==> src/rtl/sim_host_responder_if.sv <==
// rtl/sim_host_responder_if.sv - host request/response bus for sim_host_responder
// The responder binds the slave modport; the host side binds master.
interface sim_host_responder_if;
  logic        o_master_ready;
  logic        i_ih_reset;
  logic        i_ih_ready;
  logic [31:0] i_in_command;
  logic [31:0] i_in_address;
  logic [31:0] i_in_data;
  logic [27:0] i_in_data_count;
  logic        i_oh_ready;
  logic        o_oh_en;
  logic [31:0] o_out_status;
  logic [31:0] o_out_address;
  logic [31:0] o_out_data;
  logic [27:0] o_out_data_count;

  modport slave (
    output o_master_ready,
    input  i_ih_reset,
    input  i_ih_ready,
    input  i_in_command,
    input  i_in_address,
    input  i_in_data,
    input  i_in_data_count,
    input  i_oh_ready,
    output o_oh_en,
    output o_out_status,
    output o_out_address,
    output o_out_data,
    output o_out_data_count
  );

  modport master (
    input  o_master_ready,
    output i_ih_reset,
    output i_ih_ready,
    output i_in_command,
    output i_in_address,
    output i_in_data,
    output i_in_data_count,
    output i_oh_ready,
    input  o_oh_en,
    input  o_out_status,
    input  o_out_address,
    input  o_out_data,
    input  o_out_data_count
  );
endinterface

==> src/rtl/sim_host_responder.sv <==
// rtl/sim_host_responder.sv - simulated host responder: ping, multi-word write and read on a small word memory
// Commands arrive as single-cycle strobes; every response word is a registered single-cycle pulse.
module sim_host_responder #(
  parameter int MEM_ADDR_BITS = 4
) (
  input logic                 clk,
  input logic                 rst,
  sim_host_responder_if.slave host
);

  localparam int MEM_DEPTH = 1 << MEM_ADDR_BITS;

  localparam logic [3:0] OP_PING  = 4'd0;
  localparam logic [3:0] OP_WRITE = 4'd1;
  localparam logic [3:0] OP_READ  = 4'd2;

  typedef enum logic [1:0] {
    IDLE,
    WRITE_DATA,
    READ_DATA,
    SEND_RESP
  } state_e;

  state_e      state_q, state_d;
  logic [31:0] status_q, status_d;
  logic [31:0] addr_q, addr_d;
  logic [31:0] start_addr_q, start_addr_d;
  logic [27:0] remaining_q, remaining_d;
  logic        master_ready_q, master_ready_d;
  logic        oh_en_q, oh_en_d;
  logic [31:0] out_status_q, out_status_d;
  logic [31:0] out_address_q, out_address_d;
  logic [31:0] out_data_q, out_data_d;
  logic [27:0] out_count_q, out_count_d;

  logic [31:0] mem_q [MEM_DEPTH];
  logic                     mem_we;
  logic [MEM_ADDR_BITS-1:0] mem_waddr;
  logic [31:0]              mem_wdata;

  logic [27:0] count_eff;
  logic [27:0] rem_dec;

  assign count_eff = (host.i_in_data_count == 28'd0) ? 28'd1 : host.i_in_data_count;
  assign rem_dec   = remaining_q - 28'd1;

  always_comb begin
    state_d       = state_q;
    status_d      = status_q;
    addr_d        = addr_q;
    start_addr_d  = start_addr_q;
    remaining_d   = remaining_q;
    oh_en_d       = 1'b0;
    out_status_d  = out_status_q;
    out_address_d = out_address_q;
    out_data_d    = out_data_q;
    out_count_d   = out_count_q;
    mem_we        = 1'b0;
    mem_waddr     = addr_q[MEM_ADDR_BITS-1:0];
    mem_wdata     = host.i_in_data;

    // Soft reset wins over everything, including a word strobed in the same cycle.
    if (host.i_ih_reset) begin
      state_d       = IDLE;
      remaining_d   = 28'd0;
      out_status_d  = 32'd0;
      out_address_d = 32'd0;
      out_data_d    = 32'd0;
      out_count_d   = 28'd0;
    end else begin
      case (state_q)
        IDLE: begin
          if (host.i_ih_ready) begin
            start_addr_d = host.i_in_address;
            addr_d       = host.i_in_address;
            remaining_d  = count_eff;
            status_d     = ~host.i_in_command;
            case (host.i_in_command[3:0])
              OP_PING: state_d = SEND_RESP;
              OP_WRITE: begin
                mem_we      = 1'b1;
                mem_waddr   = host.i_in_address[MEM_ADDR_BITS-1:0];
                addr_d      = host.i_in_address + 32'd1;
                remaining_d = count_eff - 28'd1;
                state_d     = (count_eff == 28'd1) ? SEND_RESP : WRITE_DATA;
              end
              OP_READ: state_d = READ_DATA;
              default: begin
                status_d = 32'hFFFF_FFFF;
                state_d  = SEND_RESP;
              end
            endcase
          end
        end

        WRITE_DATA: begin
          if (host.i_ih_ready) begin
            mem_we      = 1'b1;
            addr_d      = addr_q + 32'd1;
            remaining_d = rem_dec;
            if (rem_dec == 28'd0) state_d = SEND_RESP;
          end
        end

        READ_DATA: begin
          // The !oh_en_q term leaves at least one idle cycle between read words.
          if (host.i_oh_ready && !oh_en_q) begin
            oh_en_d       = 1'b1;
            out_status_d  = status_q;
            out_address_d = addr_q;
            out_data_d    = mem_q[addr_q[MEM_ADDR_BITS-1:0]];
            out_count_d   = rem_dec;
            addr_d        = addr_q + 32'd1;
            remaining_d   = rem_dec;
            if (rem_dec == 28'd0) state_d = IDLE;
          end
        end

        SEND_RESP: begin
          if (host.i_oh_ready) begin
            oh_en_d       = 1'b1;
            out_status_d  = status_q;
            out_address_d = start_addr_q;
            out_data_d    = 32'd0;
            out_count_d   = 28'd0;
            state_d       = IDLE;
          end
        end

        default: state_d = IDLE;
      endcase
    end

    master_ready_d = (state_d == IDLE) || (state_d == WRITE_DATA);
  end

  always_ff @(posedge clk or posedge rst) begin
    if (rst) begin
      state_q        <= IDLE;
      status_q       <= 32'd0;
      addr_q         <= 32'd0;
      start_addr_q   <= 32'd0;
      remaining_q    <= 28'd0;
      master_ready_q <= 1'b0;
      oh_en_q        <= 1'b0;
      out_status_q   <= 32'd0;
      out_address_q  <= 32'd0;
      out_data_q     <= 32'd0;
      out_count_q    <= 28'd0;
    end else begin
      state_q        <= state_d;
      status_q       <= status_d;
      addr_q         <= addr_d;
      start_addr_q   <= start_addr_d;
      remaining_q    <= remaining_d;
      master_ready_q <= master_ready_d;
      oh_en_q        <= oh_en_d;
      out_status_q   <= out_status_d;
      out_address_q  <= out_address_d;
      out_data_q     <= out_data_d;
      out_count_q    <= out_count_d;
    end
  end

  // Memory survives both resets, so it sits outside the reset domain.
  always_ff @(posedge clk) begin
    if (mem_we && !rst) mem_q[mem_waddr] <= mem_wdata;
  end

  assign host.o_master_ready   = master_ready_q;
  assign host.o_oh_en          = oh_en_q;
  assign host.o_out_status     = out_status_q;
  assign host.o_out_address    = out_address_q;
  assign host.o_out_data       = out_data_q;
  assign host.o_out_data_count = out_count_q;

endmodule

==> src/flat_wrapper.sv <==
// flat-port wrapper written by rule: the top's interface ports become plain ports
module sim_host_responder_flat 
#(
  parameter int MEM_ADDR_BITS = 4
)
  (clk, rst, host_o_master_ready, host_i_ih_reset, host_i_ih_ready, host_i_in_command, host_i_in_address, host_i_in_data, host_i_in_data_count, host_i_oh_ready, host_o_oh_en, host_o_out_status, host_o_out_address, host_o_out_data, host_o_out_data_count);
  sim_host_responder_if host_i ();
  input logic clk;
  input logic rst;
  output wire logic [$bits(host_i.o_master_ready)-1:0] host_o_master_ready;
  input wire logic [$bits(host_i.i_ih_reset)-1:0] host_i_ih_reset;
  input wire logic [$bits(host_i.i_ih_ready)-1:0] host_i_ih_ready;
  input wire logic [$bits(host_i.i_in_command)-1:0] host_i_in_command;
  input wire logic [$bits(host_i.i_in_address)-1:0] host_i_in_address;
  input wire logic [$bits(host_i.i_in_data)-1:0] host_i_in_data;
  input wire logic [$bits(host_i.i_in_data_count)-1:0] host_i_in_data_count;
  input wire logic [$bits(host_i.i_oh_ready)-1:0] host_i_oh_ready;
  output wire logic [$bits(host_i.o_oh_en)-1:0] host_o_oh_en;
  output wire logic [$bits(host_i.o_out_status)-1:0] host_o_out_status;
  output wire logic [$bits(host_i.o_out_address)-1:0] host_o_out_address;
  output wire logic [$bits(host_i.o_out_data)-1:0] host_o_out_data;
  output wire logic [$bits(host_i.o_out_data_count)-1:0] host_o_out_data_count;
  assign host_o_master_ready = host_i.o_master_ready;
  assign host_i.i_ih_reset = host_i_ih_reset;
  assign host_i.i_ih_ready = host_i_ih_ready;
  assign host_i.i_in_command = host_i_in_command;
  assign host_i.i_in_address = host_i_in_address;
  assign host_i.i_in_data = host_i_in_data;
  assign host_i.i_in_data_count = host_i_in_data_count;
  assign host_i.i_oh_ready = host_i_oh_ready;
  assign host_o_oh_en = host_i.o_oh_en;
  assign host_o_out_status = host_i.o_out_status;
  assign host_o_out_address = host_i.o_out_address;
  assign host_o_out_data = host_i.o_out_data;
  assign host_o_out_data_count = host_i.o_out_data_count;
  sim_host_responder #(.MEM_ADDR_BITS(MEM_ADDR_BITS)) u_core (.clk(clk), .rst(rst), .host(host_i));
endmodule
==> config.mk <==
export PLATFORM = sky130hd
export DESIGN_NAME = sim_host_responder_flat
export DESIGN_NICKNAME = d
export VERILOG_FILES = /design/src/rtl/sim_host_responder_if.sv /design/src/rtl/sim_host_responder.sv /design/src/flat_wrapper.sv
export SDC_FILE = /design/constraint.sdc
export NUM_CORES = 1
export LEC_CHECK = 0
export CAP_MARGIN = 20
export CORE_MARGIN = 2
export CORE_UTILIZATION = 50
export CTS_BUF_LIST = sky130_fd_sc_hd__clkbuf_16
export CTS_CLUSTER_DIAMETER = 150
export DETAILED_ROUTE_END_ITERATION = 7
export HOLD_SLACK_MARGIN = 0.15
export MAX_ROUTING_LAYER = met4
export PLACE_DENSITY_LB_ADDON = 0.1
export SLEW_MARGIN = 20
export SYNTH_ARGS = -nofsm -noshare
export SYNTH_HDL_FRONTEND = slang
export SYNTH_SLANG_ARGS = --single-unit
==> constraint.sdc <==
create_clock -name clk -period 17.15 [get_ports clk]
set_input_delay 3.43 -clock clk [delete_from_list [all_inputs] [get_ports clk]]
set_output_delay 3.43 -clock clk [all_outputs]
set_load 0.01 [all_outputs]
Word-level counts from Yosys, hierarchy flattened:

Memories as Yosys holds them, arrays and structs flattened.
Cells that the tools add are included.

* bits in latches: 0
* bits in writable memories: 512
* register bits: 252
* memories kept: 1
* bits in read-only memories: 0

* reductions and logical operators: 18
* divide/modulo/power cells: 0
* multiplexer cells: 53
* equality and inequality tests: 14
* add/subtract/negate cells: 4
* magnitude comparators: 0
* shifts and indexed selects: 0
* bitwise gates (word level): 2
* multiply operators: 0

Memories
* u_core.mem_q: words 16, bits a word 32, read ports 1, clocked after memory_dff 0, write ports 1, line sim_host_responder.sv:36 `logic [31:0] mem_q [MEM_DEPTH];`

Operators by type and width (count)
* two-way mux 32 bit: 14
* two-way mux 28 bit: 8
* one-hot mux 32 bit (2 select lines): 3
* one-hot mux 32 bit (3 select lines): 1
* one-hot mux 28 bit (3 select lines): 1
* adder 32 x 1 -> 32 bit, second input constant: 2
* zero test 28 bit: 2
* one-hot mux 28 bit (2 select lines): 1
* subtractor 28 x 1 -> 28 bit, second input constant: 2
* NOT 32 bit: 1
* == test 28 x 1 -> 1 bit, second input constant: 1
* two-way mux 2 bit: 8
* two-way mux 4 bit: 4
* two-way mux 1 bit: 9
* != test 3 bit, second input constant: 3
* one-hot mux 2 bit (4 select lines): 1
* AND reduction 3 bit: 2
* nonzero test 3 bit: 2
* AND reduction 5 bit: 1
* == test 2 x 1 -> 1 bit, second input constant: 2
* == test 2 bit, second input constant: 2
* == test 4 x 1 -> 1 bit, second input constant: 1
* == test 4 x 2 -> 1 bit, second input constant: 1
* zero test 2 bit: 2
* other kinds (13): 17

Logic depth before layout (Yosys ltp):

Gate-level depths: netlist of run 1.

* depth in word-level cells: 10
* depth in mapped cells: 13
* mapped depth without buffers: 12

Worst setup path after synthesis of run 1:

No wires, ideal clock.

* path type: input port to flip-flop
* from: input port host_i_in_command[1]
* to: memory u_core.mem_q[0][0], enable pin
* slack: 10.132 ns
* data arrival time: 6.597 ns
* library setup time: 0.421 ns
* path buffers: 2
* cell stages on the path: 7
* cell sequence: or4b_2 clkbuf_1 nor2_1 clkbuf_1 mux2i_1 nand3_1 nor2_1

* cells in the longest elaborated chain, start to end: 8
* elaborated cells between the ends (all ways): 12
* classes of those cells: 1 x eq/ne; 10 x mux; 1 x reduce/logical

RTL lines
* start: declaration: line flat_wrapper.sv:13 `input wire logic [$bits(host_i.i_in_command)-1:0] host_i_in_command;`
* == test 4 x 1 -> 1 bit *: line sim_host_responder.sv:78 `case (host.i_in_command[3:0])`
* two-way mux 1 bit: line sim_host_responder.sv:78
* two-way mux 1 bit: line sim_host_responder.sv:73 `if (host.i_ih_ready) begin`
* one-hot mux 1 bit (2 select lines): line sim_host_responder.sv:71 `case (state_q)`
* two-way mux 1 bit: line sim_host_responder.sv:63 `if (host.i_ih_reset) begin`
* logical AND 1 bit: line sim_host_responder.sv:167 `if (mem_we && !rst) mem_q[mem_waddr] <= mem_wdata;`
* two-way mux 1 bit: line sim_host_responder.sv:167
* two-way mux 1 bit (implied by the code): line sim_host_responder.sv:167
* end: declaration: line sim_host_responder.sv:36

Mark *: on every way between the ends. The rest lies on a longest branch, timed or not.

Worst setup path after layout of run 1:

* from: input port host_i_in_command[1]
* to: memory u_core.mem_q[6][30], enable pin

Same word-level chain as after synthesis.

==> run_results.csv, run 1 <==
group,metric,value,unit
setup_path,cp_slowest_cell,"or4b_2",
detailed_routing,dr.pass1.iters,6,
sta,final.period_utilization,37.5,%
sta,hold_violations,0,
sta,rsz0062_at_grt,"no",
pwr,power.internal,3.69,mW
yosys,yosys_warnings,0,
detailed_routing,detail-route-antenna-nets,0,
sta,finalSetupViolCount,0,
setup_path,critical_path_class,"input pin to flip-flop",
setup_path,start_kind,"input pin",
cts,cts_buffers,78,
floorplanning,rows,93,
pwr,peakVddDrop,0.0838,mV
placement,hpwl,52200,µm
yosys,synth.top_cells.by_area,"edfxtp_1, dfrtp_1, mux4_2",
setup_path,crit_required,17480,ps
global_route,antenna_found_initial,2,
cts,cts_tree,"yes",
pwr,power,5.33,mW
setup_path,cp.arrival,6760,ps
sta,finalSetupTns,0,ps
cts,cts_hold_buf,0,
layout,final_nets,2588,
cts,cts_setup_buffers,0,
sta,max_freq,0.156,GHz
yosys,synth_top_area_cell,"edfxtp_1",
setup_path,slowest_delay,860,ps
sta,skew,30.9,ps
yosys,ys_async_sr_fraction,33.0,%
cts,clk_pin_slew,60,ps
placement,io_buffer_count,254,
setup_path,end_kind,"flip-flop",
floorplanning,fp.dieH,258,µm
sta,slew_headroom,24.2,%
detailed_routing,drtIter0Drc,2055,
sta,drv_slew,0,
global_route,grt_max_degree,118,
sta,timing.final.ws_setup,10720,ps
pwr,p_sw_share,30.7,%
run_status,outcome,"finished, final reports clean",
yosys,avgSynthCellArea,14.6,µm²
layout,drive_gt1_share,14.6,%
global_route,grt_pass1_vias,19600,
layout,fillers,4802,
detailed_routing,vias_per_cell,5.95,
floorplanning,start_util,50.4,%
yosys,netlist_area,32300,µm²
setup_path,path_buf_inv,3,
global_route,overflow,0,
pwr,power_frac_comb,26.0,%
yosys,yosysSeqAreaShare,67.1,%
detailed_routing,vias,20000,
pwr,p_switching,1.64,mW
yosys,synth_ff_type,"edfxtp_1",
yosys,syn_inst,2217,
layout,area_growth,19.7,%
cts,clk_latency,630,ps
detailed_routing,route.detailed.drc,0,
pwr,cellPowerDensity,138,nW/µm²
placement,dp_slack,9920,ps
global_route,grt_pass1_wl,123000,µm
detailed_routing,totalWireLength,81200,µm
detailed_routing,wl_per_cell,24.1,µm
yosys,synth_edf_count,512,
setup_path,crit_fanout,19,
setup_path,path_cells,"clkdlybuf4s50_1, or4b_2, nor2_1, buf_4, mux2i_1, nand3_1, nor2_4, buf_16",
sta,fin_crit,6430,ps
sta,holdWs,464,ps
pwr,p_seq_share,42.4,%
yosys,yosys-top-cells-count,"edfxtp_1, nand2_1, dfrtp_1, nor2_1, mux4_2",
cts,post_cts_resized,0,
hold_path,hold_class,"flip-flop to flip-flop",
layout,multi_input_comb_area,10200,µm²
cts,htreeDepth,3,
cts,clock-sinks,764,
cts,root_buffer,"clkbuf_16",
layout,register_area,21700,µm²
floorplanning,coreArea,64100,µm²
setup_path,path_delay_family,"simple AND/OR/NAND/NOR gates",
floorplanning,dieArea,66700,µm²
layout,post-route-util,60.3,%
pwr,power.leakage,13.4,nW
global_route,track_usage,25.1,%
yosys,post-synth-top-count-cell,"edfxtp_1",
cts,clockBufferDepth,3,
yosys,synth_nets,2356,
yosys,synth_top_area_share,47.6,%
yosys,synth_cell_types,73,
floorplanning,fp.dieW,258,µm
sta,tightest_slew,1140,ps
pwr,clockPowerShare,31.6,%
placement,place.gp.congestion,0.893,
run,maxCapViolCount,0,
yosys,synth-seq-cells,764,
floorplanning,num_io_pins,255,
[metal layers]
layer / global-route usage, % / vias up / part of all wire [%] / routed length [µm]
met5: - / - / 0 / 0
met4: 5.59 / 0 / 1.8 / 1450
met3: 4.32 / 109 / 6.8 / 5550
met2: 38.3 / 717 / 48 / 39100
met1: 35.8 / 10300 / 43 / 35100
li1: - / 8900 / - / -
[kinds of logic after synthesis]
family                     count (synthesis)  synth area share (%)
buffers and inverters                    165                  2.01
and+or+nand+nor                          646                  9.05
xor gates and xnor gates                  76                  2.06
muxes                                    199                  12.4
adders and majority gates                 10                 0.387
AOI/OAI and AO/OA                        357                  7.01
DFF                                      764                  67.1
[sequential cells by signal, summed over array words and instances, names as in the netlist, 2 cells and up]
signal                        count
u_core.status_q                  32
u_core.host.o_out_data_count     28
u_core.host.o_out_address        32
u_core.start_addr_q              32
u_core.state_q                    2
u_core.host.o_out_status         32
u_core.addr_q                    32
u_core.remaining_q               28
u_core.mem_q                    512
u_core.host.o_out_data           32
[path summary, 6_finish.rpt]
check                                                            end                            from  slack (ps)  depth (start not counted)
max in group asynchronous               u_core.addr_q[1]$_DFFE_PP0P_                             rst       12040                          3
min reg2reg                           u_core.status_q[2]$_DFFE_PP0P_  u_core.status_q[2]$_DFFE_PP0P_         460                          1
max                                    u_core.mem_q[6][30]$_DFFE_PP_            host_i_in_command[1]       10720                          8
max reg2reg                           u_core.mem_q[13][13]$_DFFE_PP_    u_core.addr_q[0]$_DFFE_PP0P_       12730                          6
min in group asynchronous  u_core.host.o_out_address[29]$_DFFE_PP0P_                             rst        3520                          2
min                                   u_core.status_q[2]$_DFFE_PP0P_  u_core.status_q[2]$_DFFE_PP0P_         460                          1
[final cells by class]
cell class | count | share of cell area [%]
Clock inverter | 62 | 1.31
Antenna cell | 1 | 0.00647
Clock buffer | 81 | 5.24
Multi-Input combinational cell | 1288 | 26.3
Inverter | 22 | 0.233
Tap cell | 855 | 2.77
Sequential cell | 764 | 56.1
Timing Repair Buffer | 295 | 8.03
[worst register-to-register path: cells and delay by family (launching register included)]
kind                   cells  cell delay (ps)
flip-flops                 1             1070
AND/OR/NAND/NOR            2              970
buffers and inverters      3             1740
multiplexers               1              320
[placed cells by master, fill, tap and decap left out, types with 16 or more instances in the layout]
cell	Yosys	routed
edfxtp_1	512	512
nand4_1	18	18
nand2_1	291	291
clkbuf_16	0	81
mux2i_1	37	37
clkdlybuf4s50_1	0	253
a211oi_1	37	37
xor2_1	32	32
nor4_1	17	17
nand3_1	45	44
a32o_1	33	33
clkinv_2	0	16
a21oi_1	143	143
o21ai_0	67	67
buf_4	2	25
xnor2_1	44	44
dfrtp_1	252	248
nor3_1	26	26
nor2_1	174	155
mux4_2	160	160
inv_1	22	44
nor2_4	0	19
[metrics by stage]
step,instance area (µm²),std cells
CTS,38500,3360
finish,38700,3368
floorplan,32300,2217
global route,38700,3368
global placement,35700,3208
detailed placement,35900,3217
[power groups by stage]
stage                     combinational [mW]  sequential (mW)  clock (mW)
after floorplan                        0.998             2.21           0
after global placement                  1.37             2.29           0
after detailed placement                1.39             2.30           0
after CTS                               1.39             2.26        1.71
after global routing                    1.49             2.28        1.79
final                                   1.38             2.26        1.68
No activity file was read; power rests on OpenSTA's default activity.
==> inputs of run 2 (changes only) <==
==> constraint.sdc (replaced) <==
create_clock -name clk -period 5.6 [get_ports clk]
set_input_delay 1.12 -clock clk [delete_from_list [all_inputs] [get_ports clk]]
set_output_delay 1.12 -clock clk [all_outputs]
set_load 0.01 [all_outputs]
==> run_results.csv, run 2 (synthesis gave the netlist of run 1 again) <==
group,metric,value,unit
run_status,outcome,"finished, final reports clean",
floorplanning,num_io_pins,255,
floorplanning,fp.dieW,258,µm
pwr,p_switching,4.99,mW
cts,cts_hold_buf,0,
global_route,groute.layer.met1.usage,37.0,%
sta,fin_crit,4060,ps
setup_path,start_kind,"input pin",
placement,place.gp.congestion,0.890,
cts,clk_latency,620,ps
cts,clock-sinks,764,
hold_path,hold_class,"flip-flop to flip-flop",
floorplanning,coreArea,64100,µm²
setup_path,crit_required,5920,ps
global_route,track_usage,25.0,%
pwr,cellPowerDensity,427,nW/µm²
global_route,antenna_found_initial,3,
pwr,p_sw_share,30.3,%
cts,post_cts_resized,0,
setup_path,end_kind,"flip-flop",
sta,rsz0062_at_grt,"no",
pwr,power_frac_comb,25.5,%
placement,io_buffer_count,254,
floorplanning,rows,93,
global_route,grt_pass1_vias,19500,
sta,tightest_slew,1060,ps
setup_path,crit_fanout,18,
layout,area_growth,19.6,%
detailed_routing,route.detailed.drc,0,
sta,finalSetupViolCount,0,
floorplanning,start_util,50.4,%
layout,final_nets,2591,
detailed_routing,drtIter0Drc,2117,
global_route,grt_max_degree,145,
layout,final_cell_mix,"edfxtp_1, nand2_1, clkdlybuf4s50_1",
placement,hpwl,51700,µm
layout,layout_commonest_cell,"edfxtp_1",
detailed_routing,vias,20000,
global_route,overflow,0,
pwr,power.leakage,13.4,nW
pwr,power.internal,11.5,mW
sta,finalSetupTns,0,ps
floorplanning,dieArea,66700,µm²
pwr,clockPowerShare,32.3,%
cts,cts_buffers,80,
global_route,grt-busiest-layer,"met1",
detailed_routing,dr.pass1.iters,6,
sta,slew_headroom,29.5,%
detailed_routing,totalWireLength,80300,µm
sta,skew,11.6,ps
global_route,met3_usage,3.94,%
global_route,grt_util_met2,36.8,%
global_route,grt_pass1_wl,123000,µm
pwr,power,16.5,mW
cts,cts_tree,"yes",
setup_path,critical_path_class,"input pin to flip-flop",
detailed_routing,detail-route-antenna-nets,0,
run,maxCapViolCount,0,
pwr,p_seq_share,42.3,%
cts,root_buffer,"clkbuf_16",
cts,htreeDepth,3,
sta,drv_slew,0,
detailed_routing,wl_per_cell,23.8,µm
sta,final.period_utilization,72.5,%
layout,largest_reg_flops,512,
floorplanning,fp.dieH,258,µm
cts,clk_pin_slew,60,ps
sta,max_freq,0.246,GHz
pwr,peakVddDrop,0.247,mV
layout,drive_gt1_share,14.8,%
setup_path,cp.arrival,4380,ps
cts,clockBufferDepth,3,
cts,cts_setup_buffers,0,
detailed_routing,vias_per_cell,5.92,
layout,top_register,"u_core.mem_q",
sta,hold_violations,0,
==> run 2: cell count changes in the layout (fill, tap and decap cells not counted), sizes merged <==
cell      delta
diode        +2
inv          -1
bufinv       +3
clkbuf       +1
clkinv       +1
buf          +1
clkinvlp     +1
==> run 2: critical path, cell delays in order <==
cell and delay [ps]:
clkdlybuf4s50_1 500, or4b_2 870, nor2_1 150, buf_4 230, mux2i_1 280, nand3_1 390
nor2_4 560, buf_12 240
==> run 2: per-stage QoR <==
stage	hold slack [ps]	utilization, %	cell area (µm²)	std cells	setup WS [ps]
floorplan	435	-	32300	2217	892
global placement	453	56.1	36000	3225	1030
detailed placement	458	56.1	36000	3225	917
CTS	473	60.2	38600	3373	1560
global route	495	60.2	38600	3376	1440
finish	469	60.2	38600	3376	1540
==> run 2: final timing paths <==
| kind | start | endpoint | slack [ps] | depth (start not counted) |
|---|---|---|---|---|
| hold reg to reg | u_core.status_q[2]$_DFFE_PP0P_ | u_core.status_q[2]$_DFFE_PP0P_ | 470 | 1 |
| hold / removal | u_core.status_q[2]$_DFFE_PP0P_ | u_core.status_q[2]$_DFFE_PP0P_ | 470 | 1 |
| min in group asynchronous | rst | u_core.addr_q[30]$_DFFE_PP0P_ | 1230 | 3 |
| setup reg to reg | u_core.addr_q[1]$_DFFE_PP0P_ | u_core.addr_q[28]$_DFFE_PP0P_ | 2020 | 9 |
| max in group asynchronous | rst | u_core.host.o_out_status[18]$_DFFE_PP0P_ | 3730 | 3 |
| setup / recovery | host_i_in_command[1] | u_core.mem_q[6][26]$_DFFE_PP_ | 1540 | 8 |
==> run 2: final cells by class <==
cell class	count	area (µm²)
Antenna cell	3	7.51
Clock buffer	82	2050
Clock inverter	66	599
Fill cell	4823	25500
Inverter	22	86.3
Multi-Input combinational cell	1288	10200
Sequential cell	764	21700
Tap cell	855	1070
Timing Repair Buffer	296	2960
==> run 2: metal layers <==
layer	vias up	routed length, µm	share of wire [%]
met2	663	37600	47
met5	-	0	0
met4	0	1400	1.7
met1	10300	36200	45
met3	101	5120	6.4
li1	8924	-	-
==> run 2: power groups by stage <==
stage	Sequential, mW	Combinational, mW	Clock [mW]
6_report	6.97	4.20	5.32
5_1_grt	7.03	4.52	5.67
4_1_cts	6.97	4.23	5.43
3_5_place_dp	7.08	4.21	0
3_3_place_gp	7.06	4.16	0
2_1_floorplan	6.76	3.06	0
